## src/rtl/com_cs_arq_if.sv

```systemverilog
// Handshake and data bundle between com_cs_arq and its send client, packet reader and TX/RX engines.
// master = the controller, slave = everything around it.
interface com_cs_arq_if #(
    parameter int ADDR_W = 12,
    parameter int LEN_W  = 12
);
    logic              fs_send;
    logic              fd_send;
    logic              send_ok;
    logic [7:0]        send_retry;
    logic [3:0]        send_btype;
    logic [LEN_W-1:0]  send_dlen;
    logic [ADDR_W-1:0] ram_addr_init;
    logic              fs_read;
    logic              fd_read;
    logic [3:0]        read_btype;
    logic              rd_abort;
    logic              fs_tx;
    logic              fd_tx;
    logic              fs_rx;
    logic              fd_rx;
    logic [3:0]        tx_btype;
    logic [ADDR_W-1:0] tx_ram_init;
    logic [LEN_W-1:0]  tx_ram_rlen;
    logic [3:0]        rx_btype;

    modport master (
        input  fs_send, send_btype, send_dlen, ram_addr_init, fd_read, fd_tx, fs_rx, rx_btype,
        output fd_send, send_ok, send_retry, fs_read, read_btype, rd_abort,
               fs_tx, fd_rx, tx_btype, tx_ram_init, tx_ram_rlen
    );

    modport slave (
        output fs_send, send_btype, send_dlen, ram_addr_init, fd_read, fd_tx, fs_rx, rx_btype,
        input  fd_send, send_ok, send_retry, fs_read, read_btype, rd_abort,
               fs_tx, fd_rx, tx_btype, tx_ram_init, tx_ram_rlen
    );
endinterface

```

## src/rtl/com_cs_arq.sv

```systemverilog
// Link-layer ARQ controller: sends with ACK/NAK/timeout retransmission, qualifies and answers RX packets.
// Define COM_CS_ARQ_DUP_FILTER_EN to suppress delivery of a repeated DATA0/DATA1 sequence bit.
module com_cs_arq #(
    parameter int ADDR_W       = 12,
    parameter int LEN_W        = 12,
    parameter int CNT_W        = 16,
    parameter int TIMEOUT      = 128,
    parameter int READ_TIMEOUT = 128,
    parameter int RETRY_MAX    = 16
) (
    input  logic          clk,
    input  logic          rst,
    com_cs_arq_if.master  bus
);
    localparam logic [3:0] PKT_ACK   = 4'b0001;
    localparam logic [3:0] PKT_NAK   = 4'b0010;
    localparam logic [3:0] PKT_DATA0 = 4'b1101;
    localparam logic [3:0] PKT_DATA1 = 4'b1110;
    localparam logic [3:0] PKT_ERROR = 4'b1111;

    localparam logic [CNT_W-1:0] ANS_LAST  = CNT_W'(TIMEOUT - 1);
    localparam logic [CNT_W-1:0] READ_LAST = CNT_W'(READ_TIMEOUT - 1);
    localparam logic [7:0]       RETRY_LIM = 8'(RETRY_MAX);

    typedef enum logic [3:0] {
        IDLE, WAIT, SEND_PREP, SEND_DATA, RANS_WAIT, RANS_TAKE, RANS_DONE,
        SEND_DONE, READ_PREP, READ_DATA, WANS_PREP, WANS_DONE, READ_DONE, READ_ABORT
    } state_t;

    state_t            state, nxt;
    logic [CNT_W-1:0]  timer;
    logic [3:0]        tx_btype_q, read_btype_q;
    logic [ADDR_W-1:0] tx_init_q;
    logic [LEN_W-1:0]  tx_len_q;
    logic [7:0]        retry_q, nak_q;
    logic              ok_q;
    logic              goto_retx;
    logic              ans_timeout, retry_left, dup_hit;

    assign ans_timeout = timer >= ANS_LAST;
    assign retry_left  = retry_q < RETRY_LIM;

`ifdef COM_CS_ARQ_DUP_FILTER_EN
    localparam logic [1:0] SEQ_NONE = 2'd0;
    localparam logic [1:0] SEQ_D0   = 2'd1;
    localparam logic [1:0] SEQ_D1   = 2'd2;

    logic [1:0] last_seq, rd_seq;

    always_comb begin
        rd_seq = SEQ_NONE;
        if (read_btype_q == PKT_DATA0)      rd_seq = SEQ_D0;
        else if (read_btype_q == PKT_DATA1) rd_seq = SEQ_D1;
    end

    assign dup_hit = (rd_seq != SEQ_NONE) && (rd_seq == last_seq);

    // Only packets actually handed to the reader advance the sequence history.
    always_ff @(posedge clk or posedge rst) begin
        if (rst)
            last_seq <= SEQ_NONE;
        else if (state == WANS_DONE && bus.fd_tx && tx_btype_q == PKT_ACK
                 && !dup_hit && rd_seq != SEQ_NONE)
            last_seq <= rd_seq;
    end
`else
    assign dup_hit = 1'b0;
`endif

    always_ff @(posedge clk or posedge rst) begin
        if (rst) state <= IDLE;
        else     state <= nxt;
    end

    always_comb begin
        nxt = IDLE;
        case (state)
            IDLE:       nxt = WAIT;
            WAIT:       nxt = bus.fs_send ? SEND_PREP : (bus.fs_rx ? READ_PREP : WAIT);
            SEND_PREP:  nxt = SEND_DATA;
            SEND_DATA:  nxt = bus.fd_tx ? RANS_WAIT : SEND_DATA;
            RANS_WAIT: begin
                // Timeout is tested first so an answer landing on the last cycle is dropped.
                if (ans_timeout)    nxt = retry_left ? SEND_DATA : SEND_DONE;
                else if (bus.fs_rx) nxt = RANS_TAKE;
                else                nxt = RANS_WAIT;
            end
            RANS_TAKE:  nxt = RANS_DONE;
            RANS_DONE:  nxt = bus.fs_rx ? RANS_DONE : (goto_retx ? SEND_DATA : SEND_DONE);
            SEND_DONE:  nxt = bus.fs_send ? SEND_DONE : WAIT;
            READ_PREP:  nxt = READ_DATA;
            READ_DATA:  nxt = bus.fs_rx ? READ_DATA : WANS_PREP;
            WANS_PREP:  nxt = WANS_DONE;
            WANS_DONE: begin
                if (!bus.fd_tx)                                nxt = WANS_DONE;
                else if (tx_btype_q == PKT_NAK || dup_hit)     nxt = WAIT;
                else                                           nxt = READ_DONE;
            end
            READ_DONE: begin
                if (bus.fd_read)            nxt = WAIT;
                else if (timer >= READ_LAST) nxt = READ_ABORT;
                else                        nxt = READ_DONE;
            end
            READ_ABORT: nxt = WAIT;
            default:    nxt = IDLE;
        endcase
    end

    always_comb begin
        bus.fs_tx    = 1'b0;
        bus.fd_rx    = 1'b0;
        bus.fd_send  = 1'b0;
        bus.fs_read  = 1'b0;
        bus.rd_abort = 1'b0;
        case (state)
            SEND_DATA, WANS_DONE: bus.fs_tx    = 1'b1;
            READ_DATA, RANS_DONE: bus.fd_rx    = 1'b1;
            SEND_DONE:            bus.fd_send  = 1'b1;
            READ_DONE:            bus.fs_read  = 1'b1;
            READ_ABORT:           bus.rd_abort = 1'b1;
            default: ;
        endcase
    end

    assign bus.send_ok     = ok_q;
    assign bus.send_retry  = retry_q;
    assign bus.read_btype  = read_btype_q;
    assign bus.tx_btype    = tx_btype_q;
    assign bus.tx_ram_init = tx_init_q;
    assign bus.tx_ram_rlen = tx_len_q;

    always_ff @(posedge clk or posedge rst) begin
        if (rst) begin
            timer        <= '0;
            tx_btype_q   <= '0;
            tx_init_q    <= '0;
            tx_len_q     <= '0;
            read_btype_q <= '0;
            retry_q      <= '0;
            nak_q        <= '0;
            ok_q         <= 1'b0;
            goto_retx    <= 1'b0;
        end else begin
            timer <= (state == RANS_WAIT || state == READ_DONE) ? timer + 1'b1 : '0;
            case (state)
                WAIT: begin
                    tx_btype_q   <= '0;
                    tx_init_q    <= '0;
                    tx_len_q     <= '0;
                    read_btype_q <= '0;
                    retry_q      <= '0;
                    nak_q        <= '0;
                end
                SEND_PREP: begin
                    tx_btype_q <= bus.send_btype;
                    tx_init_q  <= bus.ram_addr_init;
                    tx_len_q   <= bus.send_dlen;
                    retry_q    <= '0;
                    ok_q       <= 1'b0;
                end
                RANS_WAIT: begin
                    if (ans_timeout && retry_left) retry_q <= retry_q + 1'b1;
                end
                RANS_TAKE: begin
                    ok_q      <= (bus.rx_btype == PKT_ACK);
                    goto_retx <= (bus.rx_btype == PKT_NAK) && retry_left;
                    if (bus.rx_btype == PKT_NAK && retry_left) retry_q <= retry_q + 1'b1;
                end
                WANS_PREP: begin
                    read_btype_q <= bus.rx_btype;
                    if (bus.rx_btype == PKT_ERROR && nak_q < RETRY_LIM) begin
                        tx_btype_q <= PKT_NAK;
                        nak_q      <= nak_q + 1'b1;
                    end else begin
                        tx_btype_q <= PKT_ACK;
                        nak_q      <= '0;
                    end
                end
                default: ;
            endcase
        end
    end
endmodule

```

## src/flat_wrapper.sv

```systemverilog
// flat-port wrapper written by rule: the top's interface ports become plain ports
module com_cs_arq_flat 
#(
    parameter int ADDR_W       = 12,
    parameter int LEN_W        = 12,
    parameter int CNT_W        = 16,
    parameter int TIMEOUT      = 128,
    parameter int READ_TIMEOUT = 128,
    parameter int RETRY_MAX    = 16
)
  (clk, rst, bus_fs_send, bus_send_btype, bus_send_dlen, bus_ram_addr_init, bus_fd_read, bus_fd_tx, bus_fs_rx, bus_rx_btype, bus_fd_send, bus_send_ok, bus_send_retry, bus_fs_read, bus_read_btype, bus_rd_abort, bus_fs_tx, bus_fd_rx, bus_tx_btype, bus_tx_ram_init, bus_tx_ram_rlen);
  com_cs_arq_if #(.ADDR_W(ADDR_W), .LEN_W(LEN_W)) bus_i ();
  input  logic clk;
  input  logic rst;
  input wire logic [$bits(bus_i.fs_send)-1:0] bus_fs_send;
  input wire logic [$bits(bus_i.send_btype)-1:0] bus_send_btype;
  input wire logic [$bits(bus_i.send_dlen)-1:0] bus_send_dlen;
  input wire logic [$bits(bus_i.ram_addr_init)-1:0] bus_ram_addr_init;
  input wire logic [$bits(bus_i.fd_read)-1:0] bus_fd_read;
  input wire logic [$bits(bus_i.fd_tx)-1:0] bus_fd_tx;
  input wire logic [$bits(bus_i.fs_rx)-1:0] bus_fs_rx;
  input wire logic [$bits(bus_i.rx_btype)-1:0] bus_rx_btype;
  output wire logic [$bits(bus_i.fd_send)-1:0] bus_fd_send;
  output wire logic [$bits(bus_i.send_ok)-1:0] bus_send_ok;
  output wire logic [$bits(bus_i.send_retry)-1:0] bus_send_retry;
  output wire logic [$bits(bus_i.fs_read)-1:0] bus_fs_read;
  output wire logic [$bits(bus_i.read_btype)-1:0] bus_read_btype;
  output wire logic [$bits(bus_i.rd_abort)-1:0] bus_rd_abort;
  output wire logic [$bits(bus_i.fs_tx)-1:0] bus_fs_tx;
  output wire logic [$bits(bus_i.fd_rx)-1:0] bus_fd_rx;
  output wire logic [$bits(bus_i.tx_btype)-1:0] bus_tx_btype;
  output wire logic [$bits(bus_i.tx_ram_init)-1:0] bus_tx_ram_init;
  output wire logic [$bits(bus_i.tx_ram_rlen)-1:0] bus_tx_ram_rlen;
  assign bus_i.fs_send = bus_fs_send;
  assign bus_i.send_btype = bus_send_btype;
  assign bus_i.send_dlen = bus_send_dlen;
  assign bus_i.ram_addr_init = bus_ram_addr_init;
  assign bus_i.fd_read = bus_fd_read;
  assign bus_i.fd_tx = bus_fd_tx;
  assign bus_i.fs_rx = bus_fs_rx;
  assign bus_i.rx_btype = bus_rx_btype;
  assign bus_fd_send = bus_i.fd_send;
  assign bus_send_ok = bus_i.send_ok;
  assign bus_send_retry = bus_i.send_retry;
  assign bus_fs_read = bus_i.fs_read;
  assign bus_read_btype = bus_i.read_btype;
  assign bus_rd_abort = bus_i.rd_abort;
  assign bus_fs_tx = bus_i.fs_tx;
  assign bus_fd_rx = bus_i.fd_rx;
  assign bus_tx_btype = bus_i.tx_btype;
  assign bus_tx_ram_init = bus_i.tx_ram_init;
  assign bus_tx_ram_rlen = bus_i.tx_ram_rlen;
  com_cs_arq #(.ADDR_W(ADDR_W), .LEN_W(LEN_W), .CNT_W(CNT_W), .TIMEOUT(TIMEOUT), .READ_TIMEOUT(READ_TIMEOUT), .RETRY_MAX(RETRY_MAX)) u_core (.clk(clk), .rst(rst), .bus(bus_i));
endmodule
```

## config.mk

```make
export PLATFORM = sky130hd
export DESIGN_NAME = com_cs_arq_flat
export DESIGN_NICKNAME = d
export VERILOG_FILES = /design/src/rtl/com_cs_arq_if.sv /design/src/rtl/com_cs_arq.sv /design/src/flat_wrapper.sv
export SDC_FILE = /design/constraint.sdc
export NUM_CORES = 1
export LEC_CHECK = 0
export ABC_AREA = 1
export CELL_PAD_IN_SITES_DETAIL_PLACEMENT = 0
export CELL_PAD_IN_SITES_GLOBAL_PLACEMENT = 1
export CORE_MARGIN = 10
export CORE_UTILIZATION = 35
export DETAILED_ROUTE_END_ITERATION = 8
export PLACE_DENSITY = 0.82
export SKIP_CTS_REPAIR_TIMING = 1
export SLEW_MARGIN = 20
export SYNTH_ARGS = -nofsm -noshare
export SYNTH_HDL_FRONTEND = slang
export SYNTH_SLANG_ARGS = --single-unit
```

## constraint.sdc

```tcl
create_clock -name clk -period 2.3 [get_ports clk]
set_input_delay 0.345 -clock clk [delete_from_list [all_inputs] [get_ports clk]]
set_output_delay 0.345 -clock clk [all_outputs]
set_load 0.01 [all_outputs]
```

# Word level (Yosys, flattened, before mapping)
# Index checks and enable logic that the tools add are counted.
[totals] inputBits=38 regBits=70
[op_classes] magnitude_cmp=3 n_reduce_logical=15 n_eq_ne=19 add_sub_neg=3 n_mux=32
[ops] op="case mux 4 bit (13 select lines)" n=1
[ops] op="case mux 12 bit (2 select lines)" n=2
[ops] op="== test 4 bit, second input constant" n=7
[ops] op="two-way mux 4 bit" n=7
[ops] op="two-way mux 8 bit" n=3
[ops] op="case mux 8 bit (3 select lines)" n=1
[ops] op="adder 16 x 1 -> 16 bit, second input constant" n=1
[ops] op="adder 8 x 1 -> 8 bit, second input constant" n=2
[ops] op="== test 4 x 2 -> 1 bit, second input constant" n=4
[ops] op="== test 4 x 3 -> 1 bit, second input constant" n=4
[ops] op=">= comparator 16 x 7 -> 1 bit, second input constant" n=1
[ops] op="less-than comparator 8 x 5 -> 1 bit, second input constant" n=2
[ops] op="two-way mux 16 bit" n=1
[ops] op="case mux 8 bit (2 select lines)" n=1
[ops] op="two-way mux 3 bit" n=4
[ops] op="case mux 4 bit (3 select lines)" n=1
[ops] op="== test 4 x 1 -> 1 bit, second input constant" n=2
[ops] op="case mux 4 bit (2 select lines)" n=1
[ops] op="OR reduction 2 bit" n=4
[ops] op="two-way mux 1 bit" n=7
[ops] op="nonzero test 2 bit" n=3
[ops] op="nonzero test 3 bit" n=2
[ops] op="zero test 4 bit" n=1
[ops] op="two-way mux 2 bit" n=2
[ops] op="other kinds (6)" n=8

# Depth between registers and ports, before layout
# Gate-level depths: netlist of the first run.
[depth] depth_word=4 ltp_mapped=10 depth_no_buf=10

# Worst setup path after synthesis of the first run
# No wires, ideal clock.
[synth_path] path_kind="flip-flop to flip-flop" startpoint="register u_core.timer[0]" endpoint="register u_core.timer[14]" slack_ps=909 period_less_slack_ps=1391 path_buffers=0 path_stages_with_launch=11 arrival_time_ps=1276 cell_sequence="dfrtp_1 ha_1 nand2_1 nor2_2 nand2_1 nor2_1 nand2_1 nor2_1 nand2_1 nand2_1 nor2_1"
[synth_via] elab_chain_len=2
[synth_lines] item="start, declared" line_no="com_cs_arq.sv:31" text="logic [CNT_W-1:0] timer;"
[synth_lines] item="start signal, assigned" line_no="com_cs_arq.sv:144" text="timer <= (state == RANS_WAIT || state == READ_DONE) ? timer + 1'b1 : '0;"
[synth_lines] item="adder 16 x 1 -> 16 bit" line_no="com_cs_arq.sv:144"
[synth_lines] item="two-way mux 16 bit" line_no="com_cs_arq.sv:144"
# Every way passes these cells.
# A chain may end at the register's enable or synchronous reset.

# Final worst setup path of the first run
[layout_path] startpoint="register u_core.state[1]" endpoint="output bus_fs_read"
[layout_via] elab_chain_len=2
[layout_lines] item="start, declared" line_no="com_cs_arq.sv:30" text="state_t state, nxt;"
[layout_lines] item="start signal, assigned" line_no="com_cs_arq.sv:72" text="else state <= nxt;"
[layout_lines] item="== test 4 bit" line_no="com_cs_arq.sv:115" text="case (state)"
[layout_lines] item="two-way mux 1 bit" line_no="com_cs_arq.sv:115"
[layout_lines] item="end, declared" line_no="flat_wrapper.sv:26" text="output wire logic [$bits(bus_i.fs_read)-1:0] bus_fs_read;"
# Every way passes these cells.

==> results of run 1 <==
## logic make-up (layout without fill, tap and decap cells)
family / Yosys count / after routing / synth area share (%)
flops: 70 / 70 / 52.4
buf+inv: 51 / 148 / 6.06
compound gates: 40 / 40 / 6.47
simple gates: 254 / 254 / 32.7
fa+ha+maj: 3 / 3 / 1.12
xor+xnor: 5 / 5 / 1.31
## state kept, by name (all words and copies together), names as in the netlist
signal                  cells
u_core.bus.tx_ram_init     12
u_core.bus.send_ok          1
u_core.bus.tx_ram_rlen     12
u_core.bus.tx_btype         4
u_core.bus.send_retry       8
u_core.timer               16
u_core.state                4
u_core.nak_q                8
u_core.goto_retx            1
u_core.bus.read_btype       4
## report_power, final
group / switching (mW) / internal (mW) / total, mW
logic: 1.13 / 0.917 / 2.05
registers: 0.205 / 1.57 / 1.77
clock network: 0.442 / 0.416 / 0.859
total: 1.78 / 2.90 / 4.68
## per-stage QoR
stage | total power, mW | hold slack (ns)
floorplan | 2.87 | 0.433
global placement | 3.86 | 0.449
detailed placement | 3.87 | 0.456
CTS | 4.76 | 0.416
global route | 5.08 | 0.471
finish | 4.68 | 0.415
## final cells by class
class                      instances  area, µm²  area share (%)
clock buffer                      12        145            3.21
clock inverter                     4       22.5           0.499
inverter                          44        165            3.66
multi-input combinational        302       1400            30.9
sequential                        70       1750            38.8
tap                              129        161            3.57
timing repair buffer              88        873            19.3
## worst max-delay path, stage by stage (launching register included)
cell and delay, ns:
dfrtp_1 0.42, nor2_1 0.16, inv_1 0.11, nor3_2 0.20, clkdlybuf4s50_1 0.59
## worst paths after layout
| check | from | to | slack [ns] |
|---|---|---|---|
| max | u_core.state[1] | bus_fs_read | 0.15 |
| min | rst | u_core.bus.tx_ram_init[1] | 0.42 |
| max reg2reg | u_core.state[2] | u_core.bus.send_retry[4] | 0.56 |
| min reg2reg | u_core.timer[0] | u_core.timer[0] | 0.46 |
| max in group asynchronous | rst | u_core.nak_q[4] | 1.51 |
| min in group clk | u_core.timer[0] | u_core.timer[0] | 0.46 |
## placed cells by master, fill, tap and decap left out, types with 4 or more instances in the layout
master and n:
a21oi_1 10, buf_4 5, clkbuf_8 10, clkdlybuf4s50_1 81
dfrtp_1 70, inv_1 41, nand2_1 125, nand2_2 4
nand3_1 48, nand4_1 6, nor2_1 54, nor2_2 5
nor3_1 5, o21ai_0 22, xor2_1 4
## layer usage
| metal | part of all wire [%] | up-vias |
|---|---|---|
| met5 | 0 | - |
| met4 | 2.0 | 0 |
| met3 | 7.7 | 14 |
| met2 | 46 | 90 |
| met1 | 45 | 1406 |
| li1 | - | 1531 |
## Yosys cell counts (2+ instances only)
cell type  count
nand2_2        4
ha_1           3
dfrtp_1       70
buf_4          2
a21boi_0       2
nor2_4         2
xor2_1         4
nand2_1      125
buf_2          3
a21oi_1       10
nor2_2         4
nand4_1        6
nand3_1       48
inv_1         42
nor2_1        55
nor3_1         6
inv_2          2
o21ai_0       22
a31oi_1        2
==> results.json, run 1 <==
{
  "setup_slack_ns": 0.151,
  "fin_area_mm2": 0.00452,
  "tns_ns": 0,
  "placed_area_mm2": 0.00434,
  "ff2ff_path_depth": 8,
  "wl_per_cell_um": 13.4,
  "netlist.area_leader.share_pct": 52.4,
  "numCtsBuffers": 9,
  "crit_type": "flip-flop to output pin",
  "grt-ovfl-total": 0,
  "leakage_nw": 2.22,
  "die_height_um": 118,
  "initial_utilization_pct": 36.0,
  "fillCellCount": 949,
  "synth_warnings": 0,
  "fin_worst_skew_ns": 0.0111,
  "syn_area_per_cell_um2": 7.91,
  "final_nets": 556,
  "synth_ff_type": "dfrtp_1",
  "cap_violations": 0,
  "tightestPinTransition_ns": 0.485,
  "clk_path_buf_depth": 2,
  "io_pins": 84,
  "synth_top_cells_by_area": "dfrtp_1, nand2_1, nand3_1",
  "async_reset_ff_share_pct": 100,
  "cts.htree.levels": 3,
  "pre_cts_slack_ns": 0.361,
  "portBuffers": 83,
  "seq_area_frac_synth_pct": 52.4,
  "fp.dieW_um": 118,
  "vdd_drop_max_mv": 0.689,
  "use_met3_pct": 4.65,
  "syn_to_final_growth_pct": 35.1,
  "coreArea_mm2": 0.00928,
  "max_freq_mhz": 465,
  "clockRootBuffer": "clkbuf_8",
  "netlist_instances": 423,
  "viasPerCell": 4.69,
  "rsz0062_at_grt": "no",
  "layoutNonFillerInstCount": 649,
  "antenna_found_initial": 0,
  "min_path_type": "input port to asynchronous set/reset pin",
  "ant_nets": 0,
  "finalCritPeriodShare_pct": 93.4,
  "first_iter_violations": 163,
  "cp.required_ns": 1.96,
  "grt_max_degree": 39,
  "grt_pass1_vias": 2966,
  "slew_headroom_pct": 67.7,
  "synthesis.area_mm2": 0.00334,
  "postLayoutCoreUtil_pct": 48.7,
  "cp.arrival_ns": 1.80,
  "drive_gt1_share_pct": 6.92,
  "dp_hpwl_mm": 6.58,
  "worstSetupStartpointType": "flip-flop",
  "die_area_mm2": 0.0139,
  "yosys.cell_types.count": 30,
  "setup-violations-final": 0,
  "grtUsageMet2_pct": 19.4,
  "hold_violations": 0,
  "cts_tree": "built",
  "first_pass_iters": 5,
  "status": "finished clean",
  "insertedDiodeCount": 0,
  "grt_util_all_layers_pct": 12.8,
  "period_minus_slack_ns": 2.15,
  "drc_errors": 0,
  "power_density_mw_per_mm2": 1040,
  "placementRows": 35,
  "cts_sinks": 70,
  "synth_nets": 464,
  "numPlacedInstances": 633,
  "grt-busiest-layer": "met2",
  "synth_seq_cells": 70,
  "num_vias": 3041,
  "clk_pin_slew_ns": 0.07,
  "cp_max_fo": 5,
  "endpoint_kind": "output pin",
  "finalWirelength_mm": 8.70,
  "final_max_slew_viol_count": 0,
  "synth_top_area_cell": "dfrtp_1",
  "synth-edff-count": 0,
  "grt_pass1_wl_mm": 14.8,
  "gp_congestion": 0.853,
  "worstSkewPairLatency_ns": 0.34,
  "grt_util_met1_pct": 16.0
}
No activity file was read; power rests on OpenSTA's default activity.
==> inputs of run 2 (changes only) <==
- ABC_CLOCK_PERIOD_IN_PS: default -> 2300
- SKIP_LAST_GASP: default -> 1
==> results.json, run 2 (same netlist as run 1, synthesis figures left out) <==
{
  "grt_util_all_layers_pct": 12.8,
  "power_density_mw_per_mm2": 1040,
  "cap_violations": 0,
  "final_max_slew_viol_count": 0,
  "final_nets": 556,
  "cp_max_fo": 5,
  "antenna_found_initial": 0,
  "tightestPinTransition_ns": 0.485,
  "worstSkewPairLatency_ns": 0.33,
  "hold_violations": 0,
  "fin_total_pwr_mw": 4.68,
  "grt_pass1_wl_mm": 14.8,
  "first_iter_violations": 164,
  "finalWirelength_mm": 8.68,
  "min_path_type": "input port to asynchronous set/reset pin",
  "clk_path_buf_depth": 2,
  "cp_cell_sequence": "inv_1 -> nand2_1 -> nor2_1 -> clkdlybuf4s50_1",
  "setup-violations-final": 0,
  "fp.dieW_um": 118,
  "final_cell_mix": "nand2_1, clkdlybuf4s50_1, dfrtp_1",
  "final_common_cell": "nand2_1",
  "gp_congestion": 0.853,
  "num_vias": 3021,
  "grt_max_degree": 39,
  "max_freq_mhz": 456,
  "dp_hpwl_mm": 6.58,
  "initial_utilization_pct": 36.0,
  "viasPerCell": 4.65,
  "cp.required_ns": 1.96,
  "syn_to_final_growth_pct": 35.0,
  "slew_headroom_pct": 67.7,
  "die_height_um": 118,
  "ant_nets": 0,
  "clockRootBuffer": "clkbuf_8",
  "placementRows": 35,
  "layoutNonFillerInstCount": 649,
  "grt_pass1_vias": 2966,
  "coreArea_mm2": 0.00928,
  "worstSetupStartpointType": "flip-flop",
  "cpMaxStageDelayCell": "clkdlybuf4s50_1",
  "crit_type": "flip-flop to output pin",
  "clk_pin_slew_ns": 0.07,
  "numCtsBuffers": 9,
  "drc_errors": 0,
  "insertedDiodeCount": 0,
  "cts_tree": "built",
  "numPlacedInstances": 633,
  "cts_sinks": 70,
  "rsz0062_at_grt": "yes",
  "cp.arrival_ns": 1.85,
  "fillCellCount": 950,
  "period_minus_slack_ns": 2.19,
  "portBuffers": 83,
  "vdd_drop_max_mv": 0.688,
  "drive_gt1_share_pct": 6.92,
  "cts.htree.levels": 3,
  "slowest_delay_ns": 0.61,
  "fin_worst_skew_ns": 0.0129,
  "largest-register": "u_core.timer",
  "finalCritPeriodShare_pct": 95.3,
  "first_pass_iters": 5,
  "leakage_nw": 2.20,
  "wl_per_cell_um": 13.4,
  "io_pins": 84,
  "status": "finished clean",
  "endpoint_kind": "output pin",
  "die_area_mm2": 0.0139,
  "grt-ovfl-total": 0,
  "largest_reg_flops": 16
}
[run 2: where the power goes]
group | leakage (nW) | internal, mW | switching (mW)
registers | 0.948 | 1.57 | 0.205
logic | 1.17 | 0.918 | 1.13
clock network | 0.0861 | 0.416 | 0.441
total | 2.20 | 2.90 | 1.78
[run 2: final timing paths]
path,startpoint,endpoint,slack [ns],cells after the start
min in group clk,u_core.timer[0],u_core.timer[0],0.46,1
worst min-delay path,rst,u_core.bus.tx_ram_init[1],0.42,3
worst min register to register,u_core.timer[0],u_core.timer[0],0.46,1
worst max-delay path,u_core.state[3],bus_fd_send,0.11,4
max in group asynchronous,rst,u_core.nak_q[4],1.50,3
worst max register to register,u_core.state[2],u_core.bus.send_retry[4],0.55,8
[run 2: critical path, delay by kind of cell (launching register included)]
| family | cells | cell delay (ns) |
|---|---|---|
| simple gates | 2 | 0.37 |
| flops | 1 | 0.40 |
| buf+inv | 2 | 0.75 |
[run 2: metal layers]
layer / GRT usage, % / part of all wire (%)
met4: 5.72 / 1.6
met2: 19.4 / 46
met5: 0 / 0
met3: 4.65 / 7.2
met1: 16.0 / 45
[run 2: metrics by stage]
step           utilization [%]  cell area, µm²  setup slack [ns]  hold slack, ns  TNS (ns)
3_3_place_gp              46.7            4340             0.390           0.449         0
2_1_floorplan                -            3340             0.187           0.433         0
5_1_grt                   48.6            4510           -0.0252           0.471   -0.0252
3_5_place_dp              46.7            4340             0.361           0.456         0
4_1_cts                   48.5            4500           -0.0221           0.416   -0.0221
6_report                  48.6            4510             0.108           0.419         0
[run 2: cell type report]
class / instances / area (µm²) / share of cell area [%]
Clock buffer: 12 / 145 / 3.22
Clock inverter: 4 / 22.5 / 0.499
Inverter: 44 / 165 / 3.66
Multi-Input combinational cell: 302 / 1400 / 31.0
Sequential cell: 70 / 1750 / 38.8
Tap cell: 129 / 161 / 3.58
Timing Repair Buffer: 88 / 871 / 19.3
==> inputs of run 3 (changes only) <==
- CORE_UTILIZATION: 35 -> 37
- CTS_BUF_LIST: default -> sky130_fd_sc_hd__clkbuf_2
- PLACE_DENSITY: 0.82 -> default
- PLACE_DENSITY_LB_ADDON: default -> 0.1
==> results.json, run 3 (same netlist as run 1, synthesis figures left out) <==
{
  "clk_path_buf_depth": 2,
  "die_area_mm2": 0.0132,
  "fin_total_pwr_mw": 4.36,
  "coreArea_mm2": 0.00876,
  "p_int_mw": 2.61,
  "switching_share_pct": 40.0,
  "layoutNonFillerInstCount": 625,
  "first_pass_iters": 4,
  "power_density_mw_per_mm2": 991,
  "viasPerCell": 4.76,
  "insertedDiodeCount": 0,
  "cts_sinks": 70,
  "finalWirelength_mm": 8.94,
  "reg2reg_slack_ns": 0.59,
  "placed_area_mm2": 0.00432,
  "fin_worst_skew_ns": 0.0384,
  "crit-reg2reg-launch": "u_core.state[2]",
  "final_max_slew_viol_count": 0,
  "grt_pass1_wl_mm": 14.8,
  "wl_per_cell_um": 14.3,
  "tightestPinTransition_ns": 0.483,
  "final_common_cell": "nand2_1",
  "grt-ovfl-total": 0,
  "slowest_delay_ns": 0.59,
  "max_freq_mhz": 438,
  "grt_pass1_vias": 3031,
  "fillCellCount": 874,
  "cp_max_fo": 5,
  "die_height_um": 115,
  "initial_utilization_pct": 38.2,
  "cpMaxStageDelayCell": "clkdlybuf4s50_1",
  "syn_to_final_growth_pct": 31.5,
  "period_minus_slack_ns": 2.28,
  "crit_type": "flip-flop to output pin",
  "leakage_nw": 2.19,
  "gp_congestion": 0.894,
  "num_vias": 2975,
  "worstSetupStartpointType": "flip-flop",
  "pwr-share-clk_pct": 12.4,
  "setup-violations-final": 0,
  "final_cell_mix": "nand2_1, clkdlybuf4s50_1, dfrtp_1",
  "cap_violations": 0,
  "worstSkewPairLatency_ns": 0.48,
  "final_nets": 555,
  "clk_pin_slew_ns": 0.19,
  "cts_tree": "built",
  "placementRows": 34,
  "fp.dieW_um": 115,
  "io_pins": 84,
  "first_iter_violations": 133,
  "portBuffers": 83,
  "cp.required_ns": 1.96,
  "endpoint_kind": "output pin",
  "numPlacedInstances": 611,
  "cts.htree.levels": 3,
  "ant_nets": 0,
  "antenna_found_initial": 0,
  "fin_area_mm2": 0.00440,
  "cp_cell_sequence": "nor2_1 -> inv_1 -> nor3_2 -> clkdlybuf4s50_1",
  "drc_errors": 0,
  "grt_util_all_layers_pct": 13.9,
  "ff2ff_path_depth": 8,
  "cp.arrival_ns": 1.94,
  "numCtsBuffers": 9,
  "finalCritPeriodShare_pct": 99.2,
  "dp_hpwl_mm": 6.68,
  "seqPwrFrac_pct": 40.4,
  "largest_reg_flops": 16,
  "clockRootBuffer": "clkbuf_2",
  "grt_max_degree": 57,
  "combinationalPowerShare_pct": 47.2,
  "worst_r2r_endpoint": "u_core.bus.send_retry[2]",
  "slew_headroom_pct": 67.8,
  "drive_gt1_share_pct": 6.77,
  "hold_violations": 0,
  "vdd_drop_max_mv": 0.621,
  "switchingPower_mw": 1.74,
  "status": "finished clean",
  "largest-register": "u_core.timer",
  "min_path_type": "input port to asynchronous set/reset pin",
  "rsz0062_at_grt": "yes"
}
## run 3: cell count changes in the layout (fill, tap and decap cells not counted), sizes merged
| cell | change |
|---|---|
| clkinvlp | -1 |
| dlymetal6s2s | +1 |
| clkbuf | -1 |
| buf | -1 |
| clkdlybuf4s50 | -1 |
## run 3: power groups by stage
stage | Combinational, mW | Clock [mW] | Sequential, mW
global placement | 2.11 | 0 | 1.77
global route | 2.30 | 0.623 | 1.81
floorplan | 0.960 | 0 | 1.91
finish | 2.06 | 0.540 | 1.76
detailed placement | 2.10 | 0 | 1.78
CTS | 2.11 | 0.570 | 1.76
## run 3: worst max path at each step
stage,start,to,slack [ns],depth (start not counted)
after floorplan,rst,u_core.bus.read_btype[0],0.19,1
after CTS,u_core.state[2],bus_fd_rx,-0.17,4
after global routing,u_core.state[1],bus_fs_read,-0.20,4
after detailed placement,u_core.state[2],bus_fd_rx,0.42,4
final,u_core.state[1],bus_fs_read,0.02,4
after global placement,u_core.state[1],bus_fs_read,0.44,4
## run 3: area by class of cell
cell class	count	area, µm²	area share, %
multi-input cells	302	1400	31.8
clock buffers	11	55.1	1.25
repair buffers	87	878	20.0
inverters	44	165	3.75
clock inverters	3	13.8	0.313
well taps	108	135	3.07
flip-flops and latches	70	1750	39.8
## run 3: worst max-delay path, delay by kind of cell (launching register included)
kind	cells	cell delay [ns]
DFF	1	0.46
and+or+nand+nor	2	0.31
buffers and inverters	2	0.70
## run 3: per-stage QoR
step	util, %	hold slack [ns]	setup TNS, ns	setup slack (ns)
2_1_floorplan	-	0.433	0	0.187
3_3_place_gp	49.2	0.456	0	0.437
3_5_place_dp	49.2	0.460	0	0.420
4_1_cts	50.0	0.0836	-0.384	-0.167
5_1_grt	50.2	0.0928	-0.317	-0.204
6_report	50.2	0.130	0	0.0184
## run 3: metal layers
metal  track usage (%)  vias up  share of wire (%)
li1                  -     1535                  -
met1              17.0     1357                 44
met2              21.4       71                 46
met3              5.68       12                8.5
met4              5.61        0                1.5
met5                 0        -                  0
